--- src/rtl/ps2_frame_rx.sv ---
// PS/2 device-to-host frame receiver: synchronizes and deglitches the PS/2 clock,
// samples data on filtered falling edges and checks start/odd-parity/stop framing.
module ps2_frame_rx #(
  parameter int FILT_LEN    = 8,
  parameter int TIMEOUT_CYC = 50000
) (
  input  logic       CLK_50M,
  input  logic       RST,
  input  logic       ps2k_clk,
  input  logic       ps2k_data,
  output logic [7:0] ps2_byte,
  output logic       ps2_valid,
  output logic       ps2_err,
  output logic       ps2_busy
);

  localparam int FW = (FILT_LEN > 1) ? $clog2(FILT_LEN) : 1;
  localparam int TW = $clog2(TIMEOUT_CYC + 1);

  typedef enum logic [1:0] {IDLE, DATA, PARITY, STOP} state_t;

  logic [1:0]    clk_sync_q, data_sync_q;
  logic          filt_q, filt_d;
  logic [FW-1:0] filt_cnt_q, filt_cnt_d;
  logic          fall;
  logic          evt_q, evt_bit_q;
  state_t        state_q, state_d;
  logic [2:0]    bit_cnt_q, bit_cnt_d;
  logic [7:0]    shift_q, shift_d;
  logic          parity_q, parity_d;
  logic [TW-1:0] tmo_q, tmo_d;
  logic [7:0]    byte_q, byte_d;
  logic          valid_q, valid_d;
  logic          err_q, err_d;
  logic          tmo_hit;

  // Filtered clock follows the synchronized clock only after FILT_LEN differing cycles.
  always_comb begin
    filt_d     = filt_q;
    filt_cnt_d = '0;
    if (clk_sync_q[1] != filt_q) begin
      if (filt_cnt_q == FW'(FILT_LEN - 1)) filt_d = clk_sync_q[1];
      else filt_cnt_d = filt_cnt_q + 1'b1;
    end
  end

  assign fall = filt_q & ~filt_d;

  always_ff @(posedge CLK_50M) begin
    if (RST) begin
      clk_sync_q  <= 2'b11;
      data_sync_q <= 2'b11;
      filt_q      <= 1'b1;
      filt_cnt_q  <= '0;
      evt_q       <= 1'b0;
      evt_bit_q   <= 1'b1;
    end else begin
      clk_sync_q  <= {clk_sync_q[0], ps2k_clk};
      data_sync_q <= {data_sync_q[0], ps2k_data};
      filt_q      <= filt_d;
      filt_cnt_q  <= filt_cnt_d;
      evt_q       <= fall;
      if (fall) evt_bit_q <= data_sync_q[1];
    end
  end

  // tmo_q holds cycles elapsed since the last sample event; the abort fires as it reaches TIMEOUT_CYC.
  assign tmo_hit = (state_q != IDLE) && !evt_q && (tmo_q == TW'(TIMEOUT_CYC - 1));

  always_ff @(posedge CLK_50M) begin
    if (RST) state_q <= IDLE;
    else     state_q <= state_d;
  end

  always_comb begin
    state_d = state_q;
    if (tmo_hit) begin
      state_d = IDLE;
    end else if (evt_q) begin
      case (state_q)
        IDLE:    if (!evt_bit_q) state_d = DATA;
        DATA:    if (bit_cnt_q == 3'd7) state_d = PARITY;
        PARITY:  state_d = STOP;
        STOP:    state_d = IDLE;
        default: state_d = IDLE;
      endcase
    end
  end

  always_comb begin
    bit_cnt_d = bit_cnt_q;
    shift_d   = shift_q;
    parity_d  = parity_q;
    byte_d    = byte_q;
    valid_d   = 1'b0;
    err_d     = 1'b0;
    tmo_d     = '0;
    if (state_d != IDLE) tmo_d = evt_q ? TW'(1) : tmo_q + 1'b1;
    if (tmo_hit) begin
      err_d = 1'b1;
    end else if (evt_q) begin
      case (state_q)
        IDLE: begin
          bit_cnt_d = 3'd0;
          parity_d  = 1'b0;
        end
        DATA: begin
          shift_d   = {evt_bit_q, shift_q[7:1]};
          parity_d  = parity_q ^ evt_bit_q;
          bit_cnt_d = bit_cnt_q + 3'd1;
        end
        PARITY: parity_d = parity_q ^ evt_bit_q;
        STOP: begin
          if (evt_bit_q && parity_q) begin
            byte_d  = shift_q;
            valid_d = 1'b1;
          end else begin
            err_d = 1'b1;
          end
        end
        default: ;
      endcase
    end
  end

  always_ff @(posedge CLK_50M) begin
    if (RST) begin
      bit_cnt_q <= '0;
      shift_q   <= '0;
      parity_q  <= 1'b0;
      tmo_q     <= '0;
      byte_q    <= 8'h00;
      valid_q   <= 1'b0;
      err_q     <= 1'b0;
    end else begin
      bit_cnt_q <= bit_cnt_d;
      shift_q   <= shift_d;
      parity_q  <= parity_d;
      tmo_q     <= tmo_d;
      byte_q    <= byte_d;
      valid_q   <= valid_d;
      err_q     <= err_d;
    end
  end

  assign ps2_byte  = byte_q;
  assign ps2_valid = valid_q;
  assign ps2_err   = err_q;
  assign ps2_busy  = (state_q != IDLE);

endmodule

--- config.mk ---
export PLATFORM = sky130hd
export DESIGN_NAME = ps2_frame_rx
export DESIGN_NICKNAME = d
export VERILOG_FILES = /design/src/rtl/ps2_frame_rx.sv
export SDC_FILE = /design/constraint.sdc
export NUM_CORES = 1
export LEC_CHECK = 0
export BUFFER_PORTS_ARGS = -buffer_cell sky130_fd_sc_hd__buf_4
export CAP_MARGIN = 20
export CORE_MARGIN = 4
export CORE_UTILIZATION = 35
export DETAILED_ROUTE_END_ITERATION = 8
export MAX_ROUTING_LAYER = met4
export PLACE_DENSITY = 0.47
export SLEW_MARGIN = 20
export SYNTH_ARGS = -nofsm -noshare
export SYNTH_HDL_FRONTEND = slang
export SYNTH_SLANG_ARGS = --single-unit
--- constraint.sdc ---
create_clock -name CLK_50M -period 2.45 [get_ports CLK_50M]
set_clock_uncertainty 0.1 [all_clocks]
set_input_delay 0.49 -clock CLK_50M [delete_from_list [all_inputs] [get_ports CLK_50M]]
set_output_delay 0.49 -clock CLK_50M [all_outputs]
set_load 0.005 [all_outputs]
==> parameters.txt, run 1 <==
Parameter                              Value

Outcome
  Run status    finished, final reports clean

Global route
  Residual overflow from global routing    0
  Maximum number of pins on one net before global-route repair    32
  Total global routing track utilization    around an eighth
  Wire length of the first global-routing pass    6831 um
  Via count of the first global-routing pass    between 1k and 1.5k
  Antenna violations before repair    0

Placed design
  I/O Buffers    14
  Post-detailed-placement half-perimeter wirelength    ~2700 um
  Number of placed cells counting well taps    just over 300
  GPL Wtd Cong    ~0.85

Die
  Die Area    7239 um2
  Starting utilization of the core area    a little under two fifths
  Boundary pin count    15
  Standard-cell rows    27
  Core Region    5642 um2
  Die span in y    approximately 85 um
  Die outline width    around 85 um

Cells and area
  Share of final-layout standard cells stronger than drive strength 1    12.65%
  Synthesis-to-finish area growth    11.55%
  Area of combinational cells with multiple inputs    between 1000 and 1500 um2
  Final Net Count    260
  Ant. Diodes    0
  Flip-flop and latch area    1001 um2
  Non-filler instance count after layout    317
  Number of fill cells    570

Worst hold path
  Type of the tightest min-delay check    input pin to flip-flop
  Cell depth of the worst min-delay path    2
  Worst Hold End    data_sync_q[0]
  Hold path start    ps2k_data

Logic synthesis
  Area share of the largest cell type after synthesis    approximately half
  Sequential-to-total area share from yosys stat    between 40% and 50%
  Average footprint of a synthesized cell    ~9 um2
  Total standard cell area after synthesis    approximately 2100 um2
  Post-synthesis async set-or-reset flop share    0%
  Leading area contributor after synthesis    sky130_fd_sc_hd__dfxtp_1
  Flops & latches, synth    50
  Cell types with the largest area share after synthesis    sky130_fd_sc_hd__dfxtp_1 (48%), sky130_fd_sc_hd__nand2_1 (7.0%), sky130_fd_sc_hd__ha_1 (6.6%)
  Post-synth cell types    40
  Net count after synthesis    around 250
  Synthesized instance count    231
  Count of flip-flops with a built-in enable after synthesis    0
  Dominant synthesized flop cell    sky130_fd_sc_hd__dfxtp_1
  Yosys warning total    0

Clock network
  CTS tree    done
  Clock latency on the worst-skew pair    0.29 ns
  CTS H-tree lvls    2
  Hold buffers post-CTS    0
  Clk root buf    sky130_fd_sc_hd__clkbuf_8
  Post-CTS setup repair buffer count    0
  Count of clock tree sinks    50
  TritonCTS buffer count    5
  Bufs on Longest Clock Path    2
  Post-CTS sizing    0
  Clock-pin slew of the registers on the worst-case setup and hold paths    roughly 0.090 ns

Pwr
  Worst-case vdd ir drop    ~290 uV
  Static Leak    between 0.8 and 0.9 nW
  Pwr dens    roughly 560 nW/um2
  Total power draw    approximately 1.3 mW

Timing
  Final Max Slew Viols    0
  Normalized max-slew margin    68.95%
  Post-layout minimum cycle time    1.935 ns
  Total Neg Setup Slack    0 ns
  Share of the clock period used by the worst path after layout    approximately four fifths
  Achievable Freq    about 520 MHz
  Hold Violations, Final    0
  Unrepaired setup endpoints after global routing    no
  Setup violators final    0
  Slew at the pin closest to its max-slew limit    0.4652 ns

Route
  First-iteration detailed-routing DRC count    49
  DRC violations left    0
  Vias    1517
  Detailed Route WL    3857 um
  Antenna-violating nets left    0
  Post-detailed-route via-to-cell ratio    4.785
  Iteration count of the initial detailed-routing pass    4
  Detailed-route wire length per cell    between 10 and 15 um

Critical path
  Type of the worst setup path    flip-flop to primary output
  Reg-to-reg startpoint    state_q[0]
  R2R Path End    tmo_q[0]
  Critical path endpoint category    primary output
  Slack of the worst reg-to-reg path    0.59 ns
  Worst Reg2Reg Path Length in Cells    7
  Setup crit start    state_q[0]
  Worst Setup Start Kind    flip-flop
  Critical-path maximum fanout    6
  Arrival time at the worst endpoint    approximately 1.4 ns
  Required time of the worst setup path    1.86 ns

Flow run
  Max Cap Viol    0
Yosys cell counts, types with 2 or more instances:
| cell type | count |
|---|---|
| sky130_fd_sc_hd__xor2_1 | 9 |
| sky130_fd_sc_hd__dfxtp_1 | 50 |
| sky130_fd_sc_hd__or2_2 | 4 |
| sky130_fd_sc_hd__o21ai_0 | 4 |
| sky130_fd_sc_hd__nand3_1 | 8 |
| sky130_fd_sc_hd__inv_1 | 5 |
| sky130_fd_sc_hd__and3_1 | 6 |
| sky130_fd_sc_hd__a22oi_1 | 2 |
| sky130_fd_sc_hd__a21oi_1 | 21 |
| sky130_fd_sc_hd__nand4_1 | 3 |
| sky130_fd_sc_hd__clkbuf_1 | 5 |
| sky130_fd_sc_hd__and2_1 | 4 |
| sky130_fd_sc_hd__ha_1 | 11 |
| sky130_fd_sc_hd__nor2b_1 | 3 |
| sky130_fd_sc_hd__nor3_1 | 2 |
| sky130_fd_sc_hd__xnor2_1 | 5 |
| sky130_fd_sc_hd__nor2_1 | 27 |
| sky130_fd_sc_hd__nand2_1 | 39 |
| sky130_fd_sc_hd__nand3_2 | 2 |
area by class of cell:
class | instances | share of cell area (%)
flip-flops and latches | 50 | 43.15
well taps | 72 | 3.884
clock buffers | 6 | 3.128
repair buffers | 14 | 4.531
multi-input cells | 169 | 44.17
clock inverters | 1 | 0.3236
inverters | 5 | 0.8091
per-layer routing:
layer | vias to the layer above | track usage (%) | wire (um)
met4 | 0 | 3.885 | 50
met2 | 16 | 19.14 | 1791
met5 | - | - | 0
met3 | 4 | 3.786 | 99
li1 | 807 | - | -
met1 | 690 | 14.72 | 1916
power by group:
group	switching, mW	internal, mW	leakage [nW]
Clock	0.259	0.196	0.0373
Combinational	0.0101	0.00760	0.413
Sequential	0.000993	0.815	0.404
cell usage in the layout (no fill, tap or decap), types with 2 or more instances in the layout:
master and n:
sky130_fd_sc_hd__dfxtp_1 50, sky130_fd_sc_hd__nand2_1 39, sky130_fd_sc_hd__nor2_1 27, sky130_fd_sc_hd__a21oi_1 21
sky130_fd_sc_hd__buf_4 14, sky130_fd_sc_hd__ha_1 11, sky130_fd_sc_hd__xor2_1 9, sky130_fd_sc_hd__nand3_1 8
sky130_fd_sc_hd__and3_1 6, sky130_fd_sc_hd__inv_1 5, sky130_fd_sc_hd__xnor2_1 5, sky130_fd_sc_hd__clkbuf_8 5
sky130_fd_sc_hd__o21ai_0 4, sky130_fd_sc_hd__or2_2 4, sky130_fd_sc_hd__and2_1 4, sky130_fd_sc_hd__nor2b_1 3
sky130_fd_sc_hd__nand4_1 3, sky130_fd_sc_hd__nor3_1 2, sky130_fd_sc_hd__nand3_2 2, sky130_fd_sc_hd__a22oi_1 2
stage by stage:
step | utilization (%) | cell area, um2 | hold WS [ns] | setup slack [ns]
2_1_floorplan | - | 2079 | 0.2895 | 0.7409
3_3_place_gp | 39.70 | 2240 | 0.2962 | 0.6333
3_5_place_dp | 39.70 | 2240 | 0.2933 | 0.5990
4_1_cts | 41.12 | 2320 | 0.2592 | 0.4968
5_1_grt | 41.12 | 2320 | 0.2568 | 0.4031
6_report | 41.12 | 2320 | 0.2755 | 0.5147
registers in the layout, summed over array words and instances (netlist names), 2 cells and up:
register and flops:
bit_cnt_q 3, data_sync_q 2, state_q 2, tmo_q 16, filt_cnt_q 3, shift_q 8
clk_sync_q 2, ps2_byte 8
worst max-delay path: stages, from the launching register on:
cell and delay (ns):
sky130_fd_sc_hd__dfxtp_1 0.35, sky130_fd_sc_hd__inv_1 0.14, sky130_fd_sc_hd__ha_1 0.29, sky130_fd_sc_hd__inv_1 0.12, sky130_fd_sc_hd__buf_4 0.15
cells by family (layout without fill, tap and decap cells):
family,count (synthesis),count (layout),synth area share (%)
adder cells (fa/ha/maj),11,11,6.618
flip-flops,50,50,48.13
buffers and inverters,12,26,2.587
AND/OR/NAND/NOR,107,107,25.39
AO/OA/AOI/OAI,37,37,11.37
XOR/XNOR,14,14,5.897
how the worst max path moves through the flow:
stage / to / slack [ns] / cells after the start
floorplan: tmo_q[14] / 0.74 / 8
global placement: tmo_q[0] / 0.63 / 7
detailed placement: tmo_q[3] / 0.60 / 7
CTS: ps2_busy / 0.50 / 4
global route: ps2_busy / 0.40 / 4
finish: ps2_busy / 0.51 / 4
(Power assumes the default switching activity.)
==> run 2, diff against run 1 <==
--- a/config.mk
+++ b/config.mk
@@ -11,7 +11,7 @@
 export CORE_UTILIZATION = 35
 export DETAILED_ROUTE_END_ITERATION = 8
 export MAX_ROUTING_LAYER = met4
-export PLACE_DENSITY = 0.47
+export PLACE_DENSITY = 0.49
 export SLEW_MARGIN = 20
 export SYNTH_ARGS = -nofsm -noshare
 export SYNTH_HDL_FRONTEND = slang
==> constraint.sdc (replaced) <==
create_clock -name CLK_50M -period 1.7 [get_ports CLK_50M]
set_clock_uncertainty 0.1 [all_clocks]
set_input_delay 0.34 -clock CLK_50M [delete_from_list [all_inputs] [get_ports CLK_50M]]
set_output_delay 0.34 -clock CLK_50M [all_outputs]
set_load 0.005 [all_outputs]
==> run 2 against run 1 <==
Sequential share of layout area down 3.8 points. Sequential power up 45%. Register-to-register slack worse by 0.52 ns. Wire length up 9.5%. Critical path type is now flip-flop to flip-flop.
==> parameters.txt, run 2 (synthesis gave the netlist of run 1 again) <==
Parameter                              Value

Pwr
  Pwr dens    766.3 nW/um2
  Static Leak    between 0.9 and 1 nW
  Worst-case vdd ir drop    approximately 370 uV
  Total power draw    between 1.5 and 2 mW

Timing
  Normalized max-slew margin    between 70 and 80%
  Setup violators final    0
  Share of the clock period used by the worst path after layout    96.10%
  Total Neg Setup Slack    0 ns
  Final Max Slew Viols    0
  Post-layout minimum cycle time    between 1.5 and 2 ns
  Slew at the pin closest to its max-slew limit    ~0.37 ns
  Achievable Freq    slightly above 600 MHz
  Unrepaired setup endpoints after global routing    yes
  Hold Violations, Final    0

Critical path
  Critical-path maximum fanout    3
  Type of the worst setup path    flip-flop to flip-flop
  Slack of the worst reg-to-reg path    0.07 ns
  Critical path, cell by cell    ha_1 > ha_2 > nor2_2 > o31ai_1 > buf_4 > a211oi_2 > o22ai_1 > nor2b_1
  Slowest cell on the critical path    sky130_fd_sc_hd__dfxtp_2
  Reg-to-reg startpoint    bit_cnt_q[0]
  Worst Setup Start Kind    flip-flop
  R2R Path End    tmo_q[0]
  Critical path endpoint category    flip-flop
  Worst Reg2Reg Path Length in Cells    8
  Number of buffers and inverters on the critical path    1
  Arrival time at the worst endpoint    ~1.7 ns
  Crit path max-delay family    adder cells
  Largest stage delay on the critical path    approximately 0.34 ns
  Required time of the worst setup path    roughly 1.8 ns

Placed design
  Number of placed cells counting well taps    around 330
  Post-detailed-placement half-perimeter wirelength    between 2000 and 3000 um
  I/O Buffers    14
  GPL Wtd Cong    around 0.79

Global route
  Residual overflow from global routing    0
  Maximum number of pins on one net before global-route repair    31
  Antenna violations before repair    0
  Wire length of the first global-routing pass    just over 7000 um
  Via count of the first global-routing pass    between 1.5k and 2k
  Total global routing track utilization    roughly an eighth

Route
  Iteration count of the initial detailed-routing pass    4
  Antenna-violating nets left    0
  Post-detailed-route via-to-cell ratio    roughly 4.8
  First-iteration detailed-routing DRC count    between 50 and 60
  Vias    between 1.5k and 2k
  Detailed Route WL    4225 um
  Met2 Wirelength    roughly 2000 um
  Detailed-route wire length per cell    between 10 and 15 um
  DRC violations left    0
  Met3 Routed Length    about 79 um
  Routed length on met1    between 2000 and 2500 um
  Uppermost routed layer    met4

Clock network
  Count of clock tree sinks    50
  Clock-pin slew of the registers on the worst-case setup and hold paths    roughly 0.10 ns
  Post-CTS setup repair buffer count    0
  Clock latency on the worst-skew pair    about 0.30 ns
  TritonCTS buffer count    5
  Bufs on Longest Clock Path    2
  CTS tree    done
  CTS H-tree lvls    2
  Clk root buf    sky130_fd_sc_hd__clkbuf_8

Worst hold path
  Cell depth of the worst min-delay path    2
  Hold path start    ps2k_data
  Worst Hold End    data_sync_q[0]
  Type of the tightest min-delay check    input pin to flip-flop

Cells and area
  Commonest non-fill, non-tap cell in the layout    sky130_fd_sc_hd__dfxtp_1
  Synthesis-to-finish area growth    22.74%
  Ant. Diodes    0
  Share of final-layout standard cells stronger than drive strength 1    around 25%
  Non-filler instance count after layout    roughly 340
  Largest reg by FF count    tmo_q
  Highest-count cells in the layout ignoring fill and taps    sky130_fd_sc_hd__dfxtp_1 (48), sky130_fd_sc_hd__nand2_1 (39), sky130_fd_sc_hd__buf_4 (32)
  Number of flip-flops in the largest register    16
  Final Net Count    between 200 and 300

Die
  Die outline width    ~85 um
  Die Area    roughly 7200 um2
  Boundary pin count    15
  Core Region    5642 um2
  Starting utilization of the core area    a little under two fifths
  Standard-cell rows    27
  Die span in y    ~85 um

Flow run
  Max Cap Viol    0

Outcome
  Run status    finished, final reports clean
## run 2: timing repair
item,in CTS,in global routing
hold buffers,0,0
cloned,0,1
hold endpoints to repair,0,0
setup endpoints to repair,1,18
resized for setup,4,13
pin swaps,0,3
## run 2: area by class of cell
| type | instances | area (um2) |
|---|---|---|
| clock inverters | 2 | 16.27 |
| repair buffers | 32 | 240.2 |
| multi-input cells | 170 | 1101 |
| inverters | 5 | 18.77 |
| flip-flops and latches | 50 | 1003 |
| clock buffers | 6 | 82.58 |
| well taps | 72 | 90.09 |
| fillers | 550 | 3089 |
## run 2: report_power, final
group / internal (mW) / switching, mW / total (mW) / leakage [nW]
registers: 1.18 / 0.00154 / 1.18 / 0.405
logic: 0.0140 / 0.0166 / 0.0307 / 0.511
clock network: 0.336 / 0.413 / 0.749 / 0.0478
total: 1.53 / 0.431 / 1.96 / 0.963
## run 2: how the worst max path moves through the flow
stage | start | end | cells after the start
final | bit_cnt_q[0] | tmo_q[0] | 8
after global routing | bit_cnt_q[0] | tmo_q[0] | 8
after CTS | state_q[0] | tmo_q[0] | 7
after detailed placement | state_q[0] | tmo_q[0] | 7
after global placement | state_q[0] | tmo_q[0] | 7
after floorplan | state_q[0] | tmo_q[14] | 8
## run 2: metal layers
metal	global-route usage (%)	vias up
li1	-	850
met1	15.40	754
met2	20.48	14
met3	4.078	5
met4	3.453	0
met5	-	-
## run 2: through the flow
stage          setup slack, ns  hold slack [ns]  utilization, %  cell area, um2
3_5_place_dp          -0.06447           0.2988           42.14            2377
4_1_cts               0.006794          0.09960           44.20            2494
3_3_place_gp          -0.04598           0.2914           42.14            2377
2_1_floorplan          0.03609           0.2895               -            2082
6_report               0.06624           0.1126           45.24            2552
5_1_grt               -0.02784           0.1000           45.24            2552
==> run 3, diff against run 2 <==
--- a/config.mk
+++ b/config.mk
@@ -5,7 +5,7 @@
 export SDC_FILE = /design/constraint.sdc
 export NUM_CORES = 1
 export LEC_CHECK = 0
-export BUFFER_PORTS_ARGS = -buffer_cell sky130_fd_sc_hd__buf_4
+export BUFFER_PORTS_ARGS = -buffer_cell sky130_fd_sc_hd__buf_2
 export CAP_MARGIN = 20
 export CORE_MARGIN = 4
 export CORE_UTILIZATION = 35
==> run 3 against run 2 <==
Count of clock-buffer cells in the layout unchanged. Final cell count grew 0.59%. Combinational power down 6%. Power decreased by 3.8%. Sequential power about the same. Register-to-register slack improved by 0.02 ns. Clock power fell by 9.7%. Sequential cell count did not move. Critical path type unchanged.
==> parameters.txt, run 3 (synthesis gave the netlist of run 1 again) <==
Parameter                              Value

Route
  Post-detailed-route via-to-cell ratio    4.714
  DRC violations left    0
  Vias    about 1.6k
  Detailed Route WL    roughly 4100 um
  First-iteration detailed-routing DRC count    50
  Iteration count of the initial detailed-routing pass    4
  Detailed-route wire length per cell    between 10 and 15 um
  Antenna-violating nets left    0

Cells and area
  Share of final-layout standard cells stronger than drive strength 1    23.22%
  Flip-flop and latch area    around 1000 um2
  Highest-count cells in the layout ignoring fill and taps    sky130_fd_sc_hd__dfxtp_1 (48), sky130_fd_sc_hd__nand2_1 (39), sky130_fd_sc_hd__nor2_1 (27)
  Number of flip-flops in the largest register    16
  Final Net Count    roughly 280
  Final design instance area without fill    between 2000 and 3000 um2
  Synthesis-to-finish area growth    20.34%
  Ant. Diodes    0
  Area of combinational cells with multiple inputs    1084 um2
  Commonest non-fill, non-tap cell in the layout    sky130_fd_sc_hd__dfxtp_1
  Largest reg by FF count    tmo_q
  Number of fill cells    roughly 540

Timing
  Total Neg Setup Slack    0 ns
  Setup violators final    0
  Normalized max-slew margin    roughly three quarters
  Post-layout minimum cycle time    around 1.6 ns
  Slew at the pin closest to its max-slew limit    0.3604 ns
  Hold Violations, Final    0
  Final Max Slew Viols    0
  Achievable Freq    between 600 and 700 MHz
  Worst Setup Slack, final    0.08501 ns
  Share of the clock period used by the worst path after layout    roughly 95%
  Unrepaired setup endpoints after global routing    yes

Critical path
  Critical-path maximum fanout    3
  Worst Reg2Reg Path Length in Cells    8
  Type of the worst setup path    flip-flop to flip-flop
  Required time of the worst setup path    roughly 1.8 ns
  Arrival time at the worst endpoint    about 1.7 ns
  Critical path endpoint category    flip-flop
  Worst Setup Start Kind    flip-flop

Placed design
  GPL Wtd Cong    roughly 0.81
  I/O Buffers    14
  Post-detailed-placement half-perimeter wirelength    roughly 2800 um
  Area after detailed placement    between 2000 and 2500 um2
  Setup slack after placement    -0.009790 ns

Die
  Die Area    roughly 7200 um2
  Die outline width    about 85 um
  Core Region    ~5600 um2
  Standard-cell rows    27
  Boundary pin count    15
  Die span in y    around 85 um
  Starting utilization of the core area    36.86%

Clock network
  CTS tree    done
  Clk root buf    sky130_fd_sc_hd__clkbuf_8
  Bufs on Longest Clock Path    2
  Post-CTS setup repair buffer count    0
  Count of clock tree sinks    50
  Hold buffers post-CTS    0
  Clock latency on the worst-skew pair    about 0.3 ns
  CTS H-tree lvls    2
  TritonCTS buffer count    5
  Clock-pin slew of the registers on the worst-case setup and hold paths    around 0.09 ns

Pwr
  Pwr dens    751.7 nW/um2
  Relative contribution of the clock network to total power    between 30% and 40%
  Static Leak    0.9638 nW
  Worst-case vdd ir drop    ~410 uV
  Sequential fraction of design power    between 60 and 70%
  Cell-internal power    between 1 and 1.5 mW
  Net Sw Power    roughly 400 uW
  Combinational cell fraction of total power    under 10%
  Fraction of power spent switching nets    a little over a fifth
  Total power draw    roughly 1.9 mW

Worst hold path
  Type of the tightest min-delay check    input pin to flip-flop
  Cell depth of the worst min-delay path    2

Global route
  Total global routing track utilization    ~12%
  Via count of the first global-routing pass    1603
  Maximum number of pins on one net before global-route repair    31
  Wire length of the first global-routing pass    7148 um
  Antenna violations before repair    0
  Residual overflow from global routing    0

Outcome
  Run status    finished, final reports clean

Flow run
  Max Cap Viol    0
run 3: path summary, 6_finish.rpt:
| path | start | end | slack, ns |
|---|---|---|---|
| setup / recovery | bit_cnt_q[0] | tmo_q[0] | 0.09 |
| hold / removal | ps2k_clk | clk_sync_q[0] | 0.12 |
| hold reg to reg | data_sync_q[0] | data_sync_q[1] | 0.32 |
| setup reg to reg | bit_cnt_q[0] | tmo_q[0] | 0.09 |
run 3: power groups by stage:
stage | clock network [mW] | logic (mW) | registers, mW
after floorplan | 0 | 0.0174 | 1.20
after global placement | 0 | 0.0289 | 1.20
after detailed placement | 0 | 0.0291 | 1.20
after CTS | 0.710 | 0.0290 | 1.18
after global routing | 0.743 | 0.0327 | 1.18
final | 0.676 | 0.0289 | 1.18
run 3: timing repair:
item,CTS,global route
endpoints found under the setup margin,1,18
gates resized for setup,2,10
cloned,0,1
pin swaps,1,3
run 3: worst max-delay path: stages, from the launching register on:
cell,delay [ns]
sky130_fd_sc_hd__dfxtp_2,0.34
sky130_fd_sc_hd__ha_1,0.20
sky130_fd_sc_hd__ha_2,0.18
sky130_fd_sc_hd__nor2_1,0.09
sky130_fd_sc_hd__o31ai_1,0.07
sky130_fd_sc_hd__buf_4,0.14
sky130_fd_sc_hd__a211oi_2,0.21
sky130_fd_sc_hd__o22ai_1,0.08
sky130_fd_sc_hd__nor2b_1,0.12
run 3: area by class of cell:
| class | count | share of cell area, % |
|---|---|---|
| clock inverters | 2 | 0.5500 |
| well taps | 72 | 3.600 |
| inverters | 5 | 0.7500 |
| repair buffers | 34 | 8.800 |
| clock buffers | 6 | 2.900 |
| multi-input cells | 170 | 43.30 |
| flip-flops and latches | 50 | 40.10 |
run 3: per-layer routing:
metal / track usage [%] / part of all wire [%]
met5: - / 0
met4: 3.885 / 1.1
met3: 2.621 / 1.8
met2: 20.34 / 45
met1: 15.21 / 52
run 3: stage by stage:
stage	std cells	hold WS (ns)	utilization (%)
after floorplan	231	0.2895	-
final	339	0.1187	44.36
after detailed placement	330	0.2984	41.78
after global routing	339	0.1150	44.36
after global placement	330	0.2912	41.78
after CTS	338	0.1050	43.58
